<file path="config.mk">
export PLATFORM = sky130hd
export DESIGN_NAME = muldiv_unit_flat
export DESIGN_NICKNAME = d
export VERILOG_FILES = /design/src/rtl/muldiv_pkg.sv /design/src/rtl/muldiv_if.sv /design/src/rtl/muldiv_core.sv /design/src/rtl/muldiv_unit.sv /design/src/flat_wrapper.sv
export SDC_FILE = /design/constraint.sdc
export NUM_CORES = 1
export LEC_CHECK = 0
export CAP_MARGIN = 20
export CELL_PAD_IN_SITES_DETAIL_PLACEMENT = 0
export CELL_PAD_IN_SITES_GLOBAL_PLACEMENT = 2
export CORE_AREA = 2 2 291 178
export DETAILED_ROUTE_END_ITERATION = 10
export DIE_AREA = 0 0 293 180
export PLACE_DENSITY_LB_ADDON = 0.25
export SLEW_MARGIN = 10
export SYNTH_ARGS = -nofsm -noshare
export SYNTH_HDL_FRONTEND = slang
export SYNTH_SLANG_ARGS = --single-unit
</file>
<file path="constraint.sdc">
create_clock -name clock -period 4.5 [get_ports clock]
set_clock_uncertainty 0.1 [all_clocks]
set_input_delay 1.35 -clock clock [delete_from_list [all_inputs] [get_ports clock]]
set_output_delay 1.35 -clock clock [all_outputs]
set_load 0.01 [all_outputs]
</file>
<file path="src/rtl/muldiv_pkg.sv">
// Shared types and constants for the iterative multiply/divide unit and its HI/LO registers.
package muldiv_pkg;

  typedef enum logic [2:0] {
    MD_MULT  = 3'd0,
    MD_MULTU = 3'd1,
    MD_DIV   = 3'd2,
    MD_DIVU  = 3'd3,
    MD_MFHI  = 3'd4,
    MD_MFLO  = 3'd5,
    MD_MTHI  = 3'd6,
    MD_MTLO  = 3'd7
  } md_op_t;

  typedef enum logic [1:0] {
    IDLE  = 2'd0,
    ITER  = 2'd1,
    FIXUP = 2'd2
  } md_state_t;

  localparam int MD_ITERATIONS = 32;

endpackage

</file>
<file path="src/rtl/muldiv_if.sv">
// EX-stage to mul/div request bundle, with the unit's status and read-back result.
interface muldiv_if #(
  parameter int MD_OP_WIDTH = 3
);
  // A request transfers on a clock edge where op_valid=1 and stall=0; stall acts
  // as an inverted ready. While stall=1 the requester holds op_valid, md_op, A and B.
  logic                   op_valid;
  logic [MD_OP_WIDTH-1:0] md_op;
  logic [31:0]            A;
  logic [31:0]            B;
  logic                   flush;
  logic                   stall;
  logic                   busy;
  logic                   done;
  logic [31:0]            result;
  logic [1:0]             state_dbg;

  modport master (
    output op_valid, md_op, A, B, flush,
    input  stall, busy, done, result, state_dbg
  );

  modport slave (
    input  op_valid, md_op, A, B, flush,
    output stall, busy, done, result, state_dbg
  );

endinterface

</file>
<file path="src/rtl/muldiv_core.sv">
// One-bit-per-cycle step datapath: radix-2 shift-add multiply and restoring divide
// sharing a single 64-bit accumulator. Sequenced by muldiv_unit.
module muldiv_core
  import muldiv_pkg::*;
(
  input  logic        clk_i,
  input  logic        rst_i,
  input  logic        load_i,
  input  logic        step_i,
  input  logic        is_div_i,
  input  logic [31:0] a_mag_i,
  input  logic [31:0] b_mag_i,
  output logic [63:0] acc_o
);

  logic [63:0] acc_q, acc_d;
  logic [31:0] opnd_q, opnd_d;
  logic [32:0] add_sum;
  logic [32:0] shifted;
  logic [32:0] sub_rem;

  // Multiply keeps the multiplier in acc[31:0] and shifts the partial product in
  // from the top; divide keeps remainder in acc[63:32] and the dividend/quotient below.
  always_comb begin
    acc_d   = acc_q;
    opnd_d  = opnd_q;
    add_sum = {1'b0, acc_q[63:32]} + (acc_q[0] ? {1'b0, opnd_q} : 33'd0);
    shifted = acc_q[63:31];
    sub_rem = shifted - {1'b0, opnd_q};
    if (load_i) begin
      acc_d  = is_div_i ? {32'd0, a_mag_i} : {32'd0, b_mag_i};
      opnd_d = is_div_i ? b_mag_i : a_mag_i;
    end else if (step_i) begin
      if (is_div_i) begin
        // The shifted remainder is always below twice the divisor, so bit 32 is a clean borrow.
        acc_d = sub_rem[32] ? {shifted[31:0], acc_q[30:0], 1'b0}
                            : {sub_rem[31:0], acc_q[30:0], 1'b1};
      end else begin
        acc_d = {add_sum, acc_q[31:1]};
      end
    end
  end

  always_ff @(posedge clk_i) begin
    if (rst_i) begin
      acc_q  <= '0;
      opnd_q <= '0;
    end else begin
      acc_q  <= acc_d;
      opnd_q <= opnd_d;
    end
  end

  assign acc_o = acc_q;

endmodule

</file>
<file path="src/rtl/muldiv_unit.sv">
// Mul/div sequencer owning HI/LO; IDLE -> ITER (32 steps) -> FIXUP, stalling EX while busy.
// Optional MULDIV_EARLY_OUT_EN: multiplies leave ITER once the multiplier is exhausted, and divide by zero skips ITER.
module muldiv_unit
  import muldiv_pkg::*;
#(
  parameter int MD_OP_WIDTH = 3,
  parameter int COUNT_WIDTH = 6
) (
  input logic    clock,
  input logic    reset,
  muldiv_if.slave md
);

  localparam logic [1:0] ST_IDLE  = IDLE;
  localparam logic [1:0] ST_ITER  = ITER;
  localparam logic [1:0] ST_FIXUP = FIXUP;
  localparam logic [COUNT_WIDTH-1:0] LAST_STEP = COUNT_WIDTH'(MD_ITERATIONS - 1);

  logic [1:0]             state_q, state_d;
  logic [COUNT_WIDTH-1:0] count_q, count_d;
  logic [31:0]            hi_q, hi_d;
  logic [31:0]            lo_q, lo_d;
  logic                   res_neg_q, res_neg_d;
  logic                   rem_neg_q, rem_neg_d;
  logic                   is_div_q, is_div_d;
  logic                   div_zero_q, div_zero_d;
  logic [31:0]            orig_a_q, orig_a_d;

  logic [MD_OP_WIDTH-1:0] op_raw;
  md_op_t                 op;
  logic                   is_signed, is_muldiv, new_is_div;
  logic                   a_neg, b_neg;
  logic [31:0]            a_mag, b_mag;
  logic                   accept;
  logic                   core_load, core_step, core_is_div;
  logic [63:0]            core_acc;
  logic [63:0]            prod_mag, prod;
  logic [31:0]            quo, rem, div_lo, div_hi;

`ifdef MULDIV_EARLY_OUT_EN
  logic [COUNT_WIDTH-1:0] align_sh;
  logic [31:0]            mul_rest;
`endif

  assign op_raw = md.md_op;

  always_comb begin
    op         = md_op_t'(op_raw);
    is_signed  = (op == MD_MULT) || (op == MD_DIV);
    new_is_div = (op == MD_DIV) || (op == MD_DIVU);
    is_muldiv  = (op == MD_MULT) || (op == MD_MULTU) || new_is_div;
    a_neg      = is_signed & md.A[31];
    b_neg      = is_signed & md.B[31];
    a_mag      = a_neg ? (~md.A + 32'd1) : md.A;
    b_mag      = b_neg ? (~md.B + 32'd1) : md.B;
    // flush in an IDLE cycle drops whatever EX presents
    accept     = md.op_valid && (state_q == ST_IDLE) && !md.flush;
  end

  assign core_is_div = (state_q == ST_IDLE) ? new_is_div : is_div_q;

  muldiv_core u_core (
    .clk_i   (clock),
    .rst_i   (reset),
    .load_i  (core_load),
    .step_i  (core_step),
    .is_div_i(core_is_div),
    .a_mag_i (a_mag),
    .b_mag_i (b_mag),
    .acc_o   (core_acc)
  );

  // Sign fixup and the special divide cases, consumed in FIXUP.
  always_comb begin
`ifdef MULDIV_EARLY_OUT_EN
    // An early exit leaves the product short of its final position by the skipped steps.
    align_sh = COUNT_WIDTH'(MD_ITERATIONS) - count_q;
    prod_mag = core_acc >> align_sh;
    mul_rest = (core_acc[31:0] >> 1) & (32'hFFFF_FFFF >> (count_q + 1'b1));
`else
    prod_mag = core_acc;
`endif
    prod   = res_neg_q ? (~prod_mag + 64'd1) : prod_mag;
    quo    = res_neg_q ? (~core_acc[31:0] + 32'd1) : core_acc[31:0];
    rem    = rem_neg_q ? (~core_acc[63:32] + 32'd1) : core_acc[63:32];
    div_lo = div_zero_q ? 32'hFFFF_FFFF : quo;
    div_hi = div_zero_q ? orig_a_q : rem;
  end

  always_comb begin
    state_d    = state_q;
    count_d    = count_q;
    hi_d       = hi_q;
    lo_d       = lo_q;
    res_neg_d  = res_neg_q;
    rem_neg_d  = rem_neg_q;
    is_div_d   = is_div_q;
    div_zero_d = div_zero_q;
    orig_a_d   = orig_a_q;
    core_load  = 1'b0;
    core_step  = 1'b0;
    case (state_q)
      ST_IDLE: begin
        if (accept) begin
          if (op == MD_MTHI) begin
            hi_d = md.A;
          end else if (op == MD_MTLO) begin
            lo_d = md.A;
          end else if (is_muldiv) begin
            core_load  = 1'b1;
            count_d    = '0;
            res_neg_d  = a_neg ^ b_neg;
            rem_neg_d  = a_neg;
            is_div_d   = new_is_div;
            div_zero_d = (md.B == 32'd0);
            orig_a_d   = md.A;
            state_d    = ST_ITER;
`ifdef MULDIV_EARLY_OUT_EN
            if (new_is_div && (md.B == 32'd0)) state_d = ST_FIXUP;
`endif
          end
        end
      end
      ST_ITER: begin
        if (md.flush) begin
          state_d = ST_IDLE;
        end else begin
          core_step = 1'b1;
          count_d   = count_q + 1'b1;
          if (count_q == LAST_STEP) begin
            state_d = ST_FIXUP;
          end
`ifdef MULDIV_EARLY_OUT_EN
          else if (!is_div_q && (mul_rest == 32'd0)) begin
            state_d = ST_FIXUP;
          end
`endif
        end
      end
      ST_FIXUP: begin
        state_d = ST_IDLE;
        if (!md.flush) begin
          hi_d = is_div_q ? div_hi : prod[63:32];
          lo_d = is_div_q ? div_lo : prod[31:0];
        end
      end
      default: state_d = ST_IDLE;
    endcase
  end

  always_ff @(posedge clock) begin
    if (reset) begin
      state_q    <= ST_IDLE;
      count_q    <= '0;
      hi_q       <= '0;
      lo_q       <= '0;
      res_neg_q  <= 1'b0;
      rem_neg_q  <= 1'b0;
      is_div_q   <= 1'b0;
      div_zero_q <= 1'b0;
      orig_a_q   <= '0;
    end else begin
      state_q    <= state_d;
      count_q    <= count_d;
      hi_q       <= hi_d;
      lo_q       <= lo_d;
      res_neg_q  <= res_neg_d;
      rem_neg_q  <= rem_neg_d;
      is_div_q   <= is_div_d;
      div_zero_q <= div_zero_d;
      orig_a_q   <= orig_a_d;
    end
  end

  assign md.stall     = !reset && md.op_valid && (state_q != ST_IDLE);
  assign md.busy      = (state_q != ST_IDLE);
  assign md.done      = !reset && (state_q == ST_FIXUP) && !md.flush;
  assign md.state_dbg = state_q;

  always_comb begin
    md.result = 32'd0;
    if (!reset && accept) begin
      if (op == MD_MFHI) md.result = hi_q;
      else if (op == MD_MFLO) md.result = lo_q;
    end
  end

endmodule

</file>
<file path="src/flat_wrapper.sv">
// flat-port wrapper written by rule: the top's interface ports become plain ports
module muldiv_unit_flat import muldiv_pkg::*;
#(
  parameter int MD_OP_WIDTH = 3,
  parameter int COUNT_WIDTH = 6
)
  (clock, reset, md_op_valid, md_md_op, md_A, md_B, md_flush, md_stall, md_busy, md_done, md_result, md_state_dbg);
  muldiv_if #(.MD_OP_WIDTH(MD_OP_WIDTH)) md_i ();
  input logic clock;
  input logic reset;
  input wire logic [$bits(md_i.op_valid)-1:0] md_op_valid;
  input wire logic [$bits(md_i.md_op)-1:0] md_md_op;
  input wire logic [$bits(md_i.A)-1:0] md_A;
  input wire logic [$bits(md_i.B)-1:0] md_B;
  input wire logic [$bits(md_i.flush)-1:0] md_flush;
  output wire logic [$bits(md_i.stall)-1:0] md_stall;
  output wire logic [$bits(md_i.busy)-1:0] md_busy;
  output wire logic [$bits(md_i.done)-1:0] md_done;
  output wire logic [$bits(md_i.result)-1:0] md_result;
  output wire logic [$bits(md_i.state_dbg)-1:0] md_state_dbg;
  assign md_i.op_valid = md_op_valid;
  assign md_i.md_op = md_md_op;
  assign md_i.A = md_A;
  assign md_i.B = md_B;
  assign md_i.flush = md_flush;
  assign md_stall = md_i.stall;
  assign md_busy = md_i.busy;
  assign md_done = md_i.done;
  assign md_result = md_i.result;
  assign md_state_dbg = md_i.state_dbg;
  muldiv_unit #(.MD_OP_WIDTH(MD_OP_WIDTH), .COUNT_WIDTH(COUNT_WIDTH)) u_core (.clock(clock), .reset(reset), .md(md_i));
endmodule
</file>
Word level (Yosys, flattened, before mapping)
Cells that the tools add are included.
{ "totals": {"word_cells": 122, "regBits": 204, "inputBits": 71, "out_inout_bits": 37} }
{ "classes": {"mux": 49, "n_reduce_logical": 25, "add_sub_neg": 8, "eq_ne": 19, "bitwise": 10} }
{ "op_table": {"columns": ["operator", "n"], "rows": [
  ["$mux 32", 21],
  ["$mux 64", 5],
  ["$add 32x1->32 const B", 4],
  ["$not 32->32", 4],
  ["$pmux 32 s2", 2],
  ["$add 64x1->64 const B", 1],
  ["$not 64->64", 1],
  ["$add 32x33->33", 1],
  ["$sub 33x32->33", 1],
  ["$logic_not 32->1", 1],
  ["$mux 6", 5],
  ["$reduce_and 5->1", 3],
  ["$eq 3x3->1 const B", 4],
  ["$mux 2", 6],
  ["$ne 2x2->1 const B", 6],
  ["$pmux 6 s2", 1],
  ["$mux 1", 8],
  ["$reduce_bool 2->1", 4],
  ["$logic_and 1x1->1", 7],
  ["$add 6x1->6 const B", 1],
  ["$eq 3x2->1 const B", 2],
  ["$eq 6x5->1 const B", 1],
  ["$reduce_and 6->1", 1],
  ["$logic_or 1x1->1", 4],
  ["13 further kinds", 17]
]} }

Logic depth before layout (Yosys ltp)
Gate-level depths: netlist of run 1.
{ "logic_depth": {"word_depth": 9, "depth_mapped": 14, "ltp_nobuf": 13} }

Modules after synthesis
Synthesis of run 1 repeated with hierarchy kept, for this count alone.
{ "unflattened": {"hier_cells": 2469, "hier_area_um2": 18074.8} }
{ "modules_own_cells": {"columns": ["module", "cells_per_inst", "area_each_um2", "seq_area_each_um2", "instances"], "rows": [
  ["muldiv_unit", 1352, 9268.9, 2162.1, 1],
  ["muldiv_core", 1117, 8805.9, 1921.8, 1]
]} }

Worst setup path after synthesis of run 1
OpenSTA, ideal clock, no wires.
{ "synth_timing": {"path_kind": "in2out", "from": "in md_md_op[2]", "to": "out md_result[10]", "arrival_time_ps": 2596, "path_slack_ps": 454, "t_required_ps": 3050, "n_path_buf": 2, "cell_stages": 5, "cell_sequence": "clkbuf_1 nor3b_1 clkbuf_1 a22oi_1 nor2_1"} }
{ "synth_via": {"elab_chain_len": 4, "elab_cells_between_ends": 5, "cone_classes": "2 x eq/ne; 3 x mux"} }
{ "synth_lines": {"columns": ["element", "line_no", "source"], "rows": [
  ["start, declared", "flat_wrapper.sv:12", "input wire logic [$bits(md_i.md_op)-1:0] md_md_op;"],
  ["$eq 3x3->1", "muldiv_unit.sv:184", "else if (op == MD_MFLO) md.result = lo_q;"],
  ["$mux 32", "muldiv_unit.sv:184", null],
  ["$mux 32 *", "muldiv_unit.sv:183", "if (op == MD_MFHI) md.result = hi_q;"],
  ["$mux 32 *", "muldiv_unit.sv:182", "if (!reset && accept) begin"],
  ["end, declared", "flat_wrapper.sv:19", "output wire logic [$bits(md_i.result)-1:0] md_result;"]
]} }
Every way passes the cells marked *; elsewhere a longest branch is shown, timed or not.

Final worst setup path of run 1
{ "layout_timing": {"from": "in md_flush", "to": "out md_done"} }
{ "layout_via": {"elab_chain_len": 2} }
{ "layout_lines": {"columns": ["element", "line_no", "source"], "rows": [
  ["start, declared", "flat_wrapper.sv:15", "input wire logic [$bits(md_i.flush)-1:0] md_flush;"],
  ["$logic_not 1->1", "muldiv_unit.sv:177", "assign md.done = !reset && (state_q == ST_FIXUP) && !md.flush;"],
  ["$logic_and 1x1->1", "muldiv_unit.sv:177", null],
  ["end, declared", "flat_wrapper.sv:18", "output wire logic [$bits(md_i.done)-1:0] md_done;"]
]} }
Every way passes these cells.

==> run summary, run 1 <==
The worst setup path is launched from an input pin. The total power per unit cell area came out at 255 nW/µm². After synthesis the netlist holds a flip-flop and latch count of 204. The average size of a mapped cell is 7.03 µm², and the layout overhead on the synthesized area is 18.4%. At the pin with the least slew margin, the transition time is 0.839 ns.

The critical setup path kind is input pin to output pin. The aggregate global routing overflow is 0. The clock tree root driver cell is clkbuf_16. At the end of the flow the core is filled with cells to 41.0%.

The tools report the DRC violation count after routing as 0. The later pin in the worst-skew pair is clocked with a latency of 0.55 ns. Dividing the detail-routed via count by the number of cells gives 5.97. The run gives 204 as the number of clock sinks. The tools report the beginning of the critical path as md_flush. The initial antenna violation count was 1; the number of levels in the clock H-tree was 1. Fill cells in the final layout number 5321.

The portion of the post-synthesis area used by sequential elements is 23.5%, and the synthesized netlist cell count is 2473. The tools report the area of the die as 52700 µm². The tightest min-delay check is of the flop to flop type. The leading cell type in the layout, fill and taps excluded was nand2_1. For this block, the initial DRC count from the detailed router was 2043. Static timing analysis puts the maximum clock frequency at 227 MHz. After clock tree synthesis, the clock-pin slew on the worst setup and hold paths is 0.06 ns. In this run the worst path has a maximum fanout of 3. The standard cell area after detailed placement was 19800 µm²; the total chip power was 5.24 mW. Headroom to the max-slew limit came out at 43.9%.

The number of buffers inserted by hold repair at cts is 0, and the total of max-cap violations is 0. At the worst endpoint, the required time is 3.05 ns. The origin of the worst min-delay path was u_core.u_core.opnd_q[16]. The logs give 81300 µm for the overall routed net length and 5 for the total iterations of the first detailed-routing run. The tools report the data arrival time of the critical path as 2.95 ns. For the setup TNS after final layout, the log shows 0 ns. The synthesized netlist occupies a cell area of 17400 µm². The width of the die came out at 293 µm. STA classifies the critical path endpoint as an output pin. During synthesis, Yosys emitted a total of 0 warnings.

Once the clock tree was built, the setup fixing pass inserted 0 buffers. Pin placement for this block handled 108 I/O pins. In this run the vertical extent of the chip is 180 µm.

The total area inside the core boundary comes to 50200 µm². The run gives 0.0980 ns as the post-layout worst setup margin. Setup repair after global routing left no endpoint under its margin.

The tools report the overall track demand over capacity in global routing as 29.7%. Dividing the final minimum period by the clock period gives 97.8%. The per-cell routed wire length is 25.1 µm. At the end of the flow, the number of nets in the layout was 2705. The number of slew-limit violations in the final report is 0, and the remaining number of nets flagged by the antenna check after routing is 0.

The quantity of I/O buffers inserted on ports is 107. The floorplan has 64 rows. Synthesis produced a netlist with a net count of 2615. Routability-driven placement congestion ratio: 0.956. The run gives 63600 µm as the placed wire-length estimate.

For the maximum number of pins on one net before global-route repair, the log shows 88. For this configuration, the core starts out at a cell density of 34.6%. The flow ran to the end, and the final reports show no timing, DRC or antenna violations. The netlist uses 79 different library cells. Cells with a size suffix above 1 make up 9.43% of the layout. For this run, the leading register cell type out of synthesis is dfxtp_1.

In this run the static leakage power is 7.80 nW. The worst path needs 4.40 ns of the cycle, external delays included. In this run the critical register-to-register path is launched from u_core.u_core.acc_o[2]. OpenSTA, run right after detailed placement, puts the worst setup slack at -0.100 ns. The synthesized design contains 0 enable-type register cells.

The maximum root-to-sink buffer count is 3. IR analysis of the VDD net gives a maximum drop of 251 µV. For the number of hold-slack violations in the final timing report, the log shows 0. TritonCTS created 24 clock buffers. The first-pass GRT wire length was 118000 µm; the area of all placed cells without fillers was 20600 µm². TritonCTS built the clock tree. Count of endpoints failing setup in the final report: 0. The final route contains 19333 vias.

The number of global-route vias before repair was 17555; the share of async-settable or async-resettable flops after synthesis was 0%. In the layout the commonest cells are nand2_1 (388), a21oi_1 (274), nor2_1 (241), dfxtp_1 (201), buf_4 (148).
-- repair_timing --
action,4_1_cts,5_1_grt
hold endpoints to repair,0,0
endpoints found under the setup margin,33,1
gates resized for setup,34,1
-- cells by family after synthesis --
logic type | after synthesis | share of synthesized area, %
xor+xnor | 188 | 9.48
mux | 58 | 3.36
fa+ha+maj | 71 | 5.20
flops | 204 | 23.5
compound gates | 760 | 27.9
buf+inv | 276 | 6.19
simple gates | 916 | 24.4
-- layer usage --
layer	routed length, µm	vias to the layer above	GRT usage [%]
met5	0	-	0
met4	1280	0	4.64
met3	9160	72	9.56
met2	30300	844	38.6
met1	40600	9367	46.8
li1	-	9050	-
-- cells in the mapped netlist (12+ instances only) --
| cell | number | share of area [%] |
|---|---|---|
| a2111oi_0 | 23 | 1.2 |
| a211oi_1 | 27 | 1.2 |
| a21o_1 | 25 | 1.1 |
| a21oi_1 | 274 | 7.9 |
| a22oi_1 | 39 | 1.7 |
| a31oi_1 | 23 | 0.83 |
| and3_1 | 15 | 0.54 |
| buf_2 | 15 | 0.43 |
| clkbuf_1 | 172 | 3.7 |
| dfxtp_1 | 204 | 24 |
| ha_1 | 69 | 5.0 |
| inv_1 | 74 | 1.6 |
| mux2i_1 | 55 | 3.2 |
| nand2_1 | 388 | 8.4 |
| nand2b_1 | 27 | 0.97 |
| nand3_1 | 54 | 1.6 |
| nand4_1 | 16 | 0.58 |
| nor2_1 | 243 | 5.2 |
| nor2b_1 | 15 | 0.54 |
| nor3_1 | 47 | 1.4 |
| nor4_1 | 19 | 0.68 |
| o211ai_1 | 36 | 1.6 |
| o21a_1 | 12 | 0.52 |
| o21ai_0 | 120 | 3.5 |
| o21ai_1 | 13 | 0.37 |
| o221ai_1 | 45 | 2.3 |
| o22ai_1 | 17 | 0.61 |
| o31ai_1 | 28 | 1.2 |
| o41ai_1 | 13 | 0.66 |
| or3_1 | 18 | 0.65 |
| or4_1 | 13 | 0.56 |
| xnor2_1 | 117 | 5.9 |
| xor2_1 | 71 | 3.6 |
-- area by class of cell --
class | count | area [µm²] | area share, %
well taps | 660 | 826 | 4.01
inverters | 75 | 282 | 1.37
repair buffers | 265 | 2340 | 11.4
multi-input cells | 1993 | 12300 | 59.7
clock inverters | 8 | 67.6 | 0.328
diodes | 3 | 7.51 | 0.0365
clock buffers | 32 | 682 | 3.31
flip-flops and latches | 204 | 4090 | 19.9
-- path summary, 6_finish.rpt --
path	depth (start not counted)	slack, ns	end
worst min-delay path	2	0.35	u_core.u_core.opnd_q[16]
worst max register to register	10	0.39	u_core.hi_q[12]
worst max-delay path	5	0.1	md_done
worst min register to register	2	0.35	u_core.u_core.opnd_q[16]
-- through the flow --
stage	cells	hold slack, ns
floorplan	2473	0.332
global placement	3197	0.343
detailed placement	3197	0.344
CTS	3237	0.353
global route	3237	0.368
finish	3240	0.353
-- sequential cells by signal (all words and copies together) (netlist names) --
register,count
u_core.orig_a_q,32
u_core.u_core.opnd_q,32
u_core.res_neg_q,1
u_core.count_q,6
u_core.md.state_dbg,2
u_core.hi_q,32
u_core.rem_neg_q,1
u_core.u_core.acc_o,64
u_core.div_zero_q,1
u_core.lo_q,32
u_core.is_div_q,1
-- where the power goes --
group | switching [mW] | internal, mW | leakage [nW]
logic | 0.829 | 0.484 | 5.77
clock network | 0.884 | 1.11 | 0.372
registers | 0.0715 | 1.86 | 1.66
-- worst max-delay path: stages --
cell and delay [ns]:
clkdlybuf4s50_1 0.48, buf_4 0.18, nand2b_1 0.22, nor2_4 0.17
clkdlybuf4s50_1 0.55
No activity file was read; power rests on OpenSTA's default activity.
==> run 2: changes to the inputs <==
--- a/config.mk
+++ b/config.mk
@@ -11,6 +11,7 @@
 export CORE_AREA = 2 2 291 178
 export DETAILED_ROUTE_END_ITERATION = 10
 export DIE_AREA = 0 0 293 180
+export GPL_ROUTABILITY_DRIVEN = 0
 export PLACE_DENSITY_LB_ADDON = 0.25
 export SLEW_MARGIN = 10
 export SYNTH_ARGS = -nofsm -noshare
==> run summary, run 2 (synthesis results as in run 1) <==
The run gives 0 (unchanged) as the DRC violation count after routing. Most frequent cells in the layout: nand2_1 (388), a21oi_1 (274), nor2_1 (242), dfxtp_1 (201), buf_4 (146) (was nand2_1 (388), a21oi_1 (274), nor2_1 (241), dfxtp_1 (201), buf_4 (148)). The overall track demand over capacity in global routing was 29.4% (was 29.7%). The slowest library cell on the worst path was clkdlybuf4s50_1 (unchanged). The net switching power figure came out at 1.79 mW (was 1.78 mW).

The fraction of power consumed by sequential logic came out at 35.5% (was 36.8%). For the DRC marker count from the first detailed-route iteration, the log shows 2342 (was 2043). The tools report the launching element type of the critical path as an input pin (unchanged). For the total chip power, the log shows 5.45 mW (was 5.24 mW). The overall routed net length came out at 80100 µm (was 81300 µm).

Per-cell routed wire length: 24.7 µm (was 25.1 µm). The switching power as a share of total power is 32.7% (was 34.0%). The tools report the power share of the clock group as 40.9% (was 38.1%). The standard cell area after detailed placement was 19900 µm² (was 19800 µm²); the initial antenna violation count was 0 (was 1). The count of inserted antenna diode cells came out at 0 (was 3).

The worst ir drop on vdd was 231 µV (was 251 µV). The logs give 5 (unchanged) for the total iterations of the first detailed-routing run and 19587 (was 19333) for the total via count in the routed design. The worst stage delay on the critical path came out at 0.60 ns (was 0.55 ns). The number of clock sinks was 204 (unchanged).

The width of the die works out to 293 µm (unchanged). The internal power contribution came out at 3.67 mW (was 3.46 mW). The flow ran to the end, and the final reports show no timing, DRC or antenna violations. Number of levels in the clock H-tree: 1 (unchanged). The period utilization was 98.6% (was 97.8%). The maximum root-to-sink buffer count came out at 3 (unchanged). Placed wire-length estimate: 62300 µm (was 63600 µm). The tools report the row count as 64 (unchanged).

The tools report the maximum clock frequency as 225 MHz (was 227 MHz). The number of flip-flops under the largest register name came out at 64 (unchanged). The area of the core region came out at 50200 µm² (unchanged). For the number of global-route vias before repair, the log shows 17479 (was 17555). The ratio of routed vias to standard cells was 6.04 (was 5.97). The clock tree root driver cell is clkbuf_16 (unchanged). The remaining number of nets flagged by the antenna check after routing was 0 (unchanged). For the number of nets in the layout, the log shows 2705 (unchanged). The starting density of the core was 34.6% (unchanged). The run gives 0.56 ns (was 0.55 ns) as the later-pin clock latency in the skew report. TritonCTS built the clock tree. The tools report the number of hold-slack violations in the final timing report as 0 (unchanged). Setup repair after global routing left no endpoint under its margin.

Layout overhead on the synthesized area: 19.1% (was 18.4%). Most used cell along the critical path: clkdlybuf4s50_1 (unchanged). Quantity of I/O buffers inserted on ports: 107 (unchanged). The path type of the worst min-delay path is flop to flop (unchanged). For the count of endpoints failing setup in the final report, the log shows 0 (unchanged).

The run gives 7.86 nW (was 7.80 nW) as the leakage power. The tools report the number of fillers in the final layout as 5300 (was 5321). The run gives 0 (unchanged) as the number of buffers inserted by hold repair at cts. Maximum number of pins on one net before global-route repair: 109 (was 88). The critical setup path kind is input pin to output pin (unchanged). The area of the die was 52700 µm² (unchanged); the fraction of final layout cells with drive strength greater than 1 was 9.49% (was 9.43%). The data arrival time of the critical path is 2.99 ns (was 2.95 ns).

The number of top-level pins is 108 (unchanged). The clock period minus worst slack was 4.44 ns (was 4.40 ns). The critical path capture point type was an output pin (unchanged).

The worst-case headroom to the max-slew limit came out at 32.0% (was 43.9%). The highest fanout seen on the critical path was 4 (was 3). The required time of the worst setup path was 3.05 ns (about the same); the first-pass GRT wire length was 118000 µm (about the same). Cell Chain, Critical Path: clkdlybuf4s50_1 -> nand2b_1 -> nor2_1 -> clkdlybuf4s50_1 (was clkdlybuf4s50_1 -> buf_4 -> nand2b_1 -> nor2_4 -> clkdlybuf4s50_1). The total power per unit cell area is 263 nW/µm² (was 255 nW/µm²). The total of max-cap violations came out at 0 (unchanged). The leading cell type in the layout, fill and taps excluded is nand2_1 (unchanged). The aggregate global routing overflow was 0 (unchanged); the area of all placed cells without fillers was 20700 µm² (was 20600 µm²). Combinational share of power: 23.6% (was 25.0%).

Transition time of the tightest slew-check pin: 1.02 ns (was 0.839 ns). The number of slew-limit violations in the final report is 0 (unchanged), and the register clock-pin slew on the reported worst setup and hold paths is 0.06 ns (about the same). The number of buffers added by the clock tree synthesis step is 24 (unchanged). The height of the die is 180 µm (unchanged).
[run 2: changes by cell type in the layout (fill, tap and decap cells not counted), sizes merged]
cell,change
bufinv,+3
clkbuf,+3
diode,-3
clkinv,-2
clkdlybuf4s50,-1
dlygate4sd2,+1
[run 2: final timing paths]
path / cells after the start / from / to / slack [ns]
worst max-delay path: 4 / md_flush / md_done / 0.06
worst min register to register: 2 / u_core.lo_q[20] / u_core.lo_q[20] / 0.35
worst max register to register: 13 / u_core.u_core.acc_o[0] / u_core.u_core.acc_o[62] / 0.48
worst min-delay path: 2 / u_core.lo_q[20] / u_core.lo_q[20] / 0.35
[run 2: area by class of cell]
type	count	area, µm²	share of cell area (%)
Clock buffer	35	713	3.45
Clock inverter	9	148	0.713
Inverter	75	282	1.36
Multi-Input combinational cell	1993	12300	59.3
Sequential cell	204	4090	19.7
Tap cell	660	826	3.99
Timing Repair Buffer	265	2370	11.4
[run 2: per-layer routing]
layer | part of all wire, % | up-vias | GRT usage, % | routed length, µm
li1 | - | 9045 | - | -
met1 | 51 | 9488 | 49.1 | 41100
met2 | 37 | 976 | 37.6 | 29500
met3 | 10 | 78 | 5.89 | 8270
met4 | 1.5 | 0 | 4.33 | 1210
met5 | 0 | - | 0 | 0
[run 2: what timing repair did]
action / CTS / global route
resized for setup: 34 / 0
setup endpoints to repair: 32 / 0
setup buffers: 1 / 0
[run 2: through the flow]
stage          utilization [%]  hold WS, ns  instances  setup WS, ns  setup TNS [ns]
2_1_floorplan                -        0.332       2473         0.454               0
4_1_cts                   41.2        0.351       3241        0.0744               0
6_report                  41.2        0.352       3241        0.0618               0
5_1_grt                   41.2        0.374       3241        0.0522               0
3_3_place_gp              39.6        0.343       3196      -0.00880         -0.0573
3_5_place_dp              39.6        0.344       3196       -0.0725           -1.47
[run 2: critical path, delay by kind of cell]
| family | cells | cell delay (ns) |
|---|---|---|
| buffers and inverters | 2 | 1.11 |
| and+or+nand+nor | 2 | 0.54 |
[run 2: power groups by stage]
stage | logic (mW) | clock network (mW) | registers (mW)
floorplan | 0.762 | 0 | 1.93
global placement | 1.24 | 0 | 1.97
detailed placement | 1.24 | 0 | 1.97
CTS | 1.25 | 2.24 | 1.93
global route | 1.37 | 2.32 | 1.94
finish | 1.29 | 2.23 | 1.93
==> run 3: changes to the inputs <==
--- a/config.mk
+++ b/config.mk
@@ -12,6 +12,7 @@
 export DETAILED_ROUTE_END_ITERATION = 10
 export DIE_AREA = 0 0 293 180
 export GPL_ROUTABILITY_DRIVEN = 0
+export MAX_ROUTING_LAYER = met4
 export PLACE_DENSITY_LB_ADDON = 0.25
 export SLEW_MARGIN = 10
 export SYNTH_ARGS = -nofsm -noshare
==> run summary, run 3 (synthesis results as in run 1) <==
The clock tree root driver cell is clkbuf_16 (unchanged). The tools report the internal power contribution as 3.67 mW (about the same). The tools report the later-pin clock latency in the skew report as 0.55 ns (was 0.56 ns). The tools report the worst min-delay path endpoint as u_core.lo_q[20] (unchanged).

Net switching power figure: 1.77 mW (was 1.79 mW). The critical setup path kind was input pin to output pin (unchanged). Most used cell along the critical path: clkdlybuf4s50_1 (unchanged). The number of buffers added by the clock tree synthesis step is 24 (unchanged), and the slack of the worst reg-to-reg path is 0.50 ns (was 0.48 ns). Path type of the worst min-delay path: flop to flop (unchanged). The run gives 2705 (unchanged) as the number of nets in the layout.

The post-place setup slack is -0.0725 ns (unchanged), and the number of fillers in the final layout is 5300 (unchanged). The tools report the area of the die as 52700 µm² (unchanged). The tools report the total iterations of the first detailed-routing run as 6 (was 5). The maximum clock frequency came out at 225 MHz (about the same). The width of the die was 293 µm (unchanged); the worst hold path depth was 2 (unchanged). Origin of the critical flop-to-flop path: u_core.u_core.acc_o[0] (unchanged).

The tools report the overall routed net length as 80000 µm (was 80100 µm). The logs give 17450 (was 17479) for the number of global-route vias before repair and 62300 µm (unchanged) for the placed wire-length estimate. The origin of the worst min-delay path was u_core.lo_q[20] (unchanged). Multi-input gate area in the final layout: 12300 µm² (unchanged). The fraction of final layout cells with drive strength greater than 1 was 9.49% (unchanged). The ratio of routed vias to standard cells works out to 6.06 (was 6.04).

The clock period minus worst slack came out at 4.44 ns (about the same). The total power per unit cell area is 263 nW/µm² (about the same). The worst ir drop on vdd was 231 µV (about the same).

The number of hold-slack violations in the final timing report came out at 0 (unchanged). For the combinational share of power, the log shows 23.6% (about the same). The run gives 0.0605 ns (was 0.0618 ns) as the post-layout worst setup margin.

The layout overhead on the synthesized area came out at 19.1% (unchanged). The count of inserted antenna diode cells came out at 0 (unchanged). The tools report the number of cells after detailed placement as 3196 (unchanged). TritonCTS built the clock tree. The tools report the launching element type of the critical path as an input pin (unchanged). The area of the core region is 50200 µm² (unchanged). Worst stage delay on the critical path: 0.59 ns (was 0.60 ns). The period utilization is 98.7% (was 98.6%), and the required time of the worst setup path is 3.05 ns (about the same). Cell Chain, Critical Path: clkdlybuf4s50_1 -> nand2b_1 -> nor2_1 -> clkdlybuf4s50_1 (unchanged). The overall track demand over capacity in global routing was 30.3% (was 29.4%); the highest fanout seen on the critical path was 4 (unchanged). The run finished with clean final reports. Number of cells on the worst reg-to-reg path: 13 (unchanged).

The initial antenna violation count is 0 (unchanged). The total of max-cap violations is 0 (unchanged). The tools report the remaining number of nets flagged by the antenna check after routing as 0 (unchanged). The register clock-pin slew on the reported worst setup and hold paths works out to 0.06 ns (about the same). Most frequent cells in the layout: nand2_1 (388), a21oi_1 (274), nor2_1 (242), dfxtp_1 (201), buf_4 (146) (unchanged). The worst-case headroom to the max-slew limit was 32.7% (was 32.0%); the number of buffers inserted by hold repair at cts was 0 (unchanged). Setup repair after global routing left no endpoint under its margin. The beginning of the critical path is md_flush (unchanged).

Maximum number of pins on one net before global-route repair: 109 (unchanged). The run gives 3 (unchanged) as the maximum root-to-sink buffer count. The tools report the DRC marker count from the first detailed-route iteration as 2541 (was 2342). Number of flip-flops under the largest register name: 64 (unchanged).

The run gives 40.9% (about the same) as the power share of the clock group. The fraction of power consumed by sequential logic is 35.5% (about the same), and the starting density of the core is 34.6% (unchanged). The switching power as a share of total power was 32.6% (was 32.7%); the number of levels in the clock H-tree was 1 (unchanged).

The total via count in the routed design was 19632 (was 19587); the aggregate global routing overflow was 0 (unchanged). For the leakage power, the log shows 7.86 nW (unchanged). The logs give 0 (unchanged) for the DRC violation count after routing and 118000 µm (about the same) for the first-pass GRT wire length. The slowest library cell on the worst path is clkdlybuf4s50_1 (unchanged). Quantity of I/O buffers inserted on ports: 107 (unchanged). The run gives 64 (unchanged) as the row count. The per-cell routed wire length was 24.7 µm (about the same); the data arrival time of the critical path was 2.99 ns (about the same). The final non-filler cell total is 3241 (unchanged), and the number of slew-limit violations in the final report is 0 (unchanged). The flip-flop and latch area was 4090 µm² (unchanged); the number of clock sinks was 204 (unchanged). Worst flop-to-flop path endpoint: u_core.u_core.acc_o[62] (unchanged).

The transition time of the tightest slew-check pin works out to 1.01 ns (was 1.02 ns). The height of the die was 180 µm (unchanged). The critical path capture point type is an output pin (unchanged). The logs give 108 (unchanged) for the number of top-level pins and 0 (unchanged) for the count of endpoints failing setup in the final report. The leading cell type in the layout, fill and taps excluded is nand2_1 (unchanged).
-- run 3: cell counts in the layout (fill, tap and decap cells not counted) --
Identical to the previous run, type by type.
-- run 3: repair_timing --
item | CTS | global route
endpoints found under the setup margin | 32 | 0
gates resized for setup | 34 | 0
buffers inserted | 1 | 0
endpoints found under the hold margin | 0 | 0
-- run 3: routing by layer --
layer  vias to the layer above  share of wire [%]  global-route usage (%)
met5                         -                  0                       -
met4                         0                1.5                    4.35
met3                        79                 11                    5.77
met2                      1006                 37                    37.6
met1                      9512                 51                    49.2
li1                       9035                  -                       -
-- run 3: through the flow --
step | setup TNS (ns) | power, mW | hold WS, ns | util (%) | area, µm²
floorplan | 0 | 2.69 | 0.332 | - | 17400
global placement | -0.0573 | 3.21 | 0.343 | 39.6 | 19900
detailed placement | -1.47 | 3.21 | 0.344 | 39.6 | 19900
CTS | 0 | 5.42 | 0.351 | 41.2 | 20700
global route | 0 | 5.63 | 0.374 | 41.2 | 20700
finish | 0 | 5.44 | 0.352 | 41.2 | 20700
-- run 3: final cells by class --
cell class | instances | share of cell area (%)
Timing Repair Buffer | 265 | 11.4
Multi-Input combinational cell | 1993 | 59.3
Tap cell | 660 | 3.99
Clock inverter | 9 | 0.713
Clock buffer | 35 | 3.45
Sequential cell | 204 | 19.7
Inverter | 75 | 1.36
-- run 3: worst max-delay path, delay by kind of cell --
| family | cells | cell delay (ns) |
|---|---|---|
| AND/OR/NAND/NOR | 2 | 0.53 |
| buffers and inverters | 2 | 1.10 |
-- run 3: power by group through the flow --
stage | registers [mW] | logic (mW) | clock network [mW]
after floorplan | 1.93 | 0.762 | 0
after global placement | 1.97 | 1.24 | 0
after detailed placement | 1.97 | 1.24 | 0
after CTS | 1.93 | 1.25 | 2.24
after global routing | 1.94 | 1.37 | 2.32
final | 1.93 | 1.28 | 2.22
-- run 3: worst max-delay path by stage --
stage / to / slack, ns / cells past startpoint
floorplan: md_result[10] / 0.45 / 5
global placement: md_result[17] / -0.009 / 6
detailed placement: md_result[28] / -0.07 / 6
CTS: md_done / 0.07 / 4
global route: md_done / 0.05 / 4
finish: md_done / 0.06 / 4
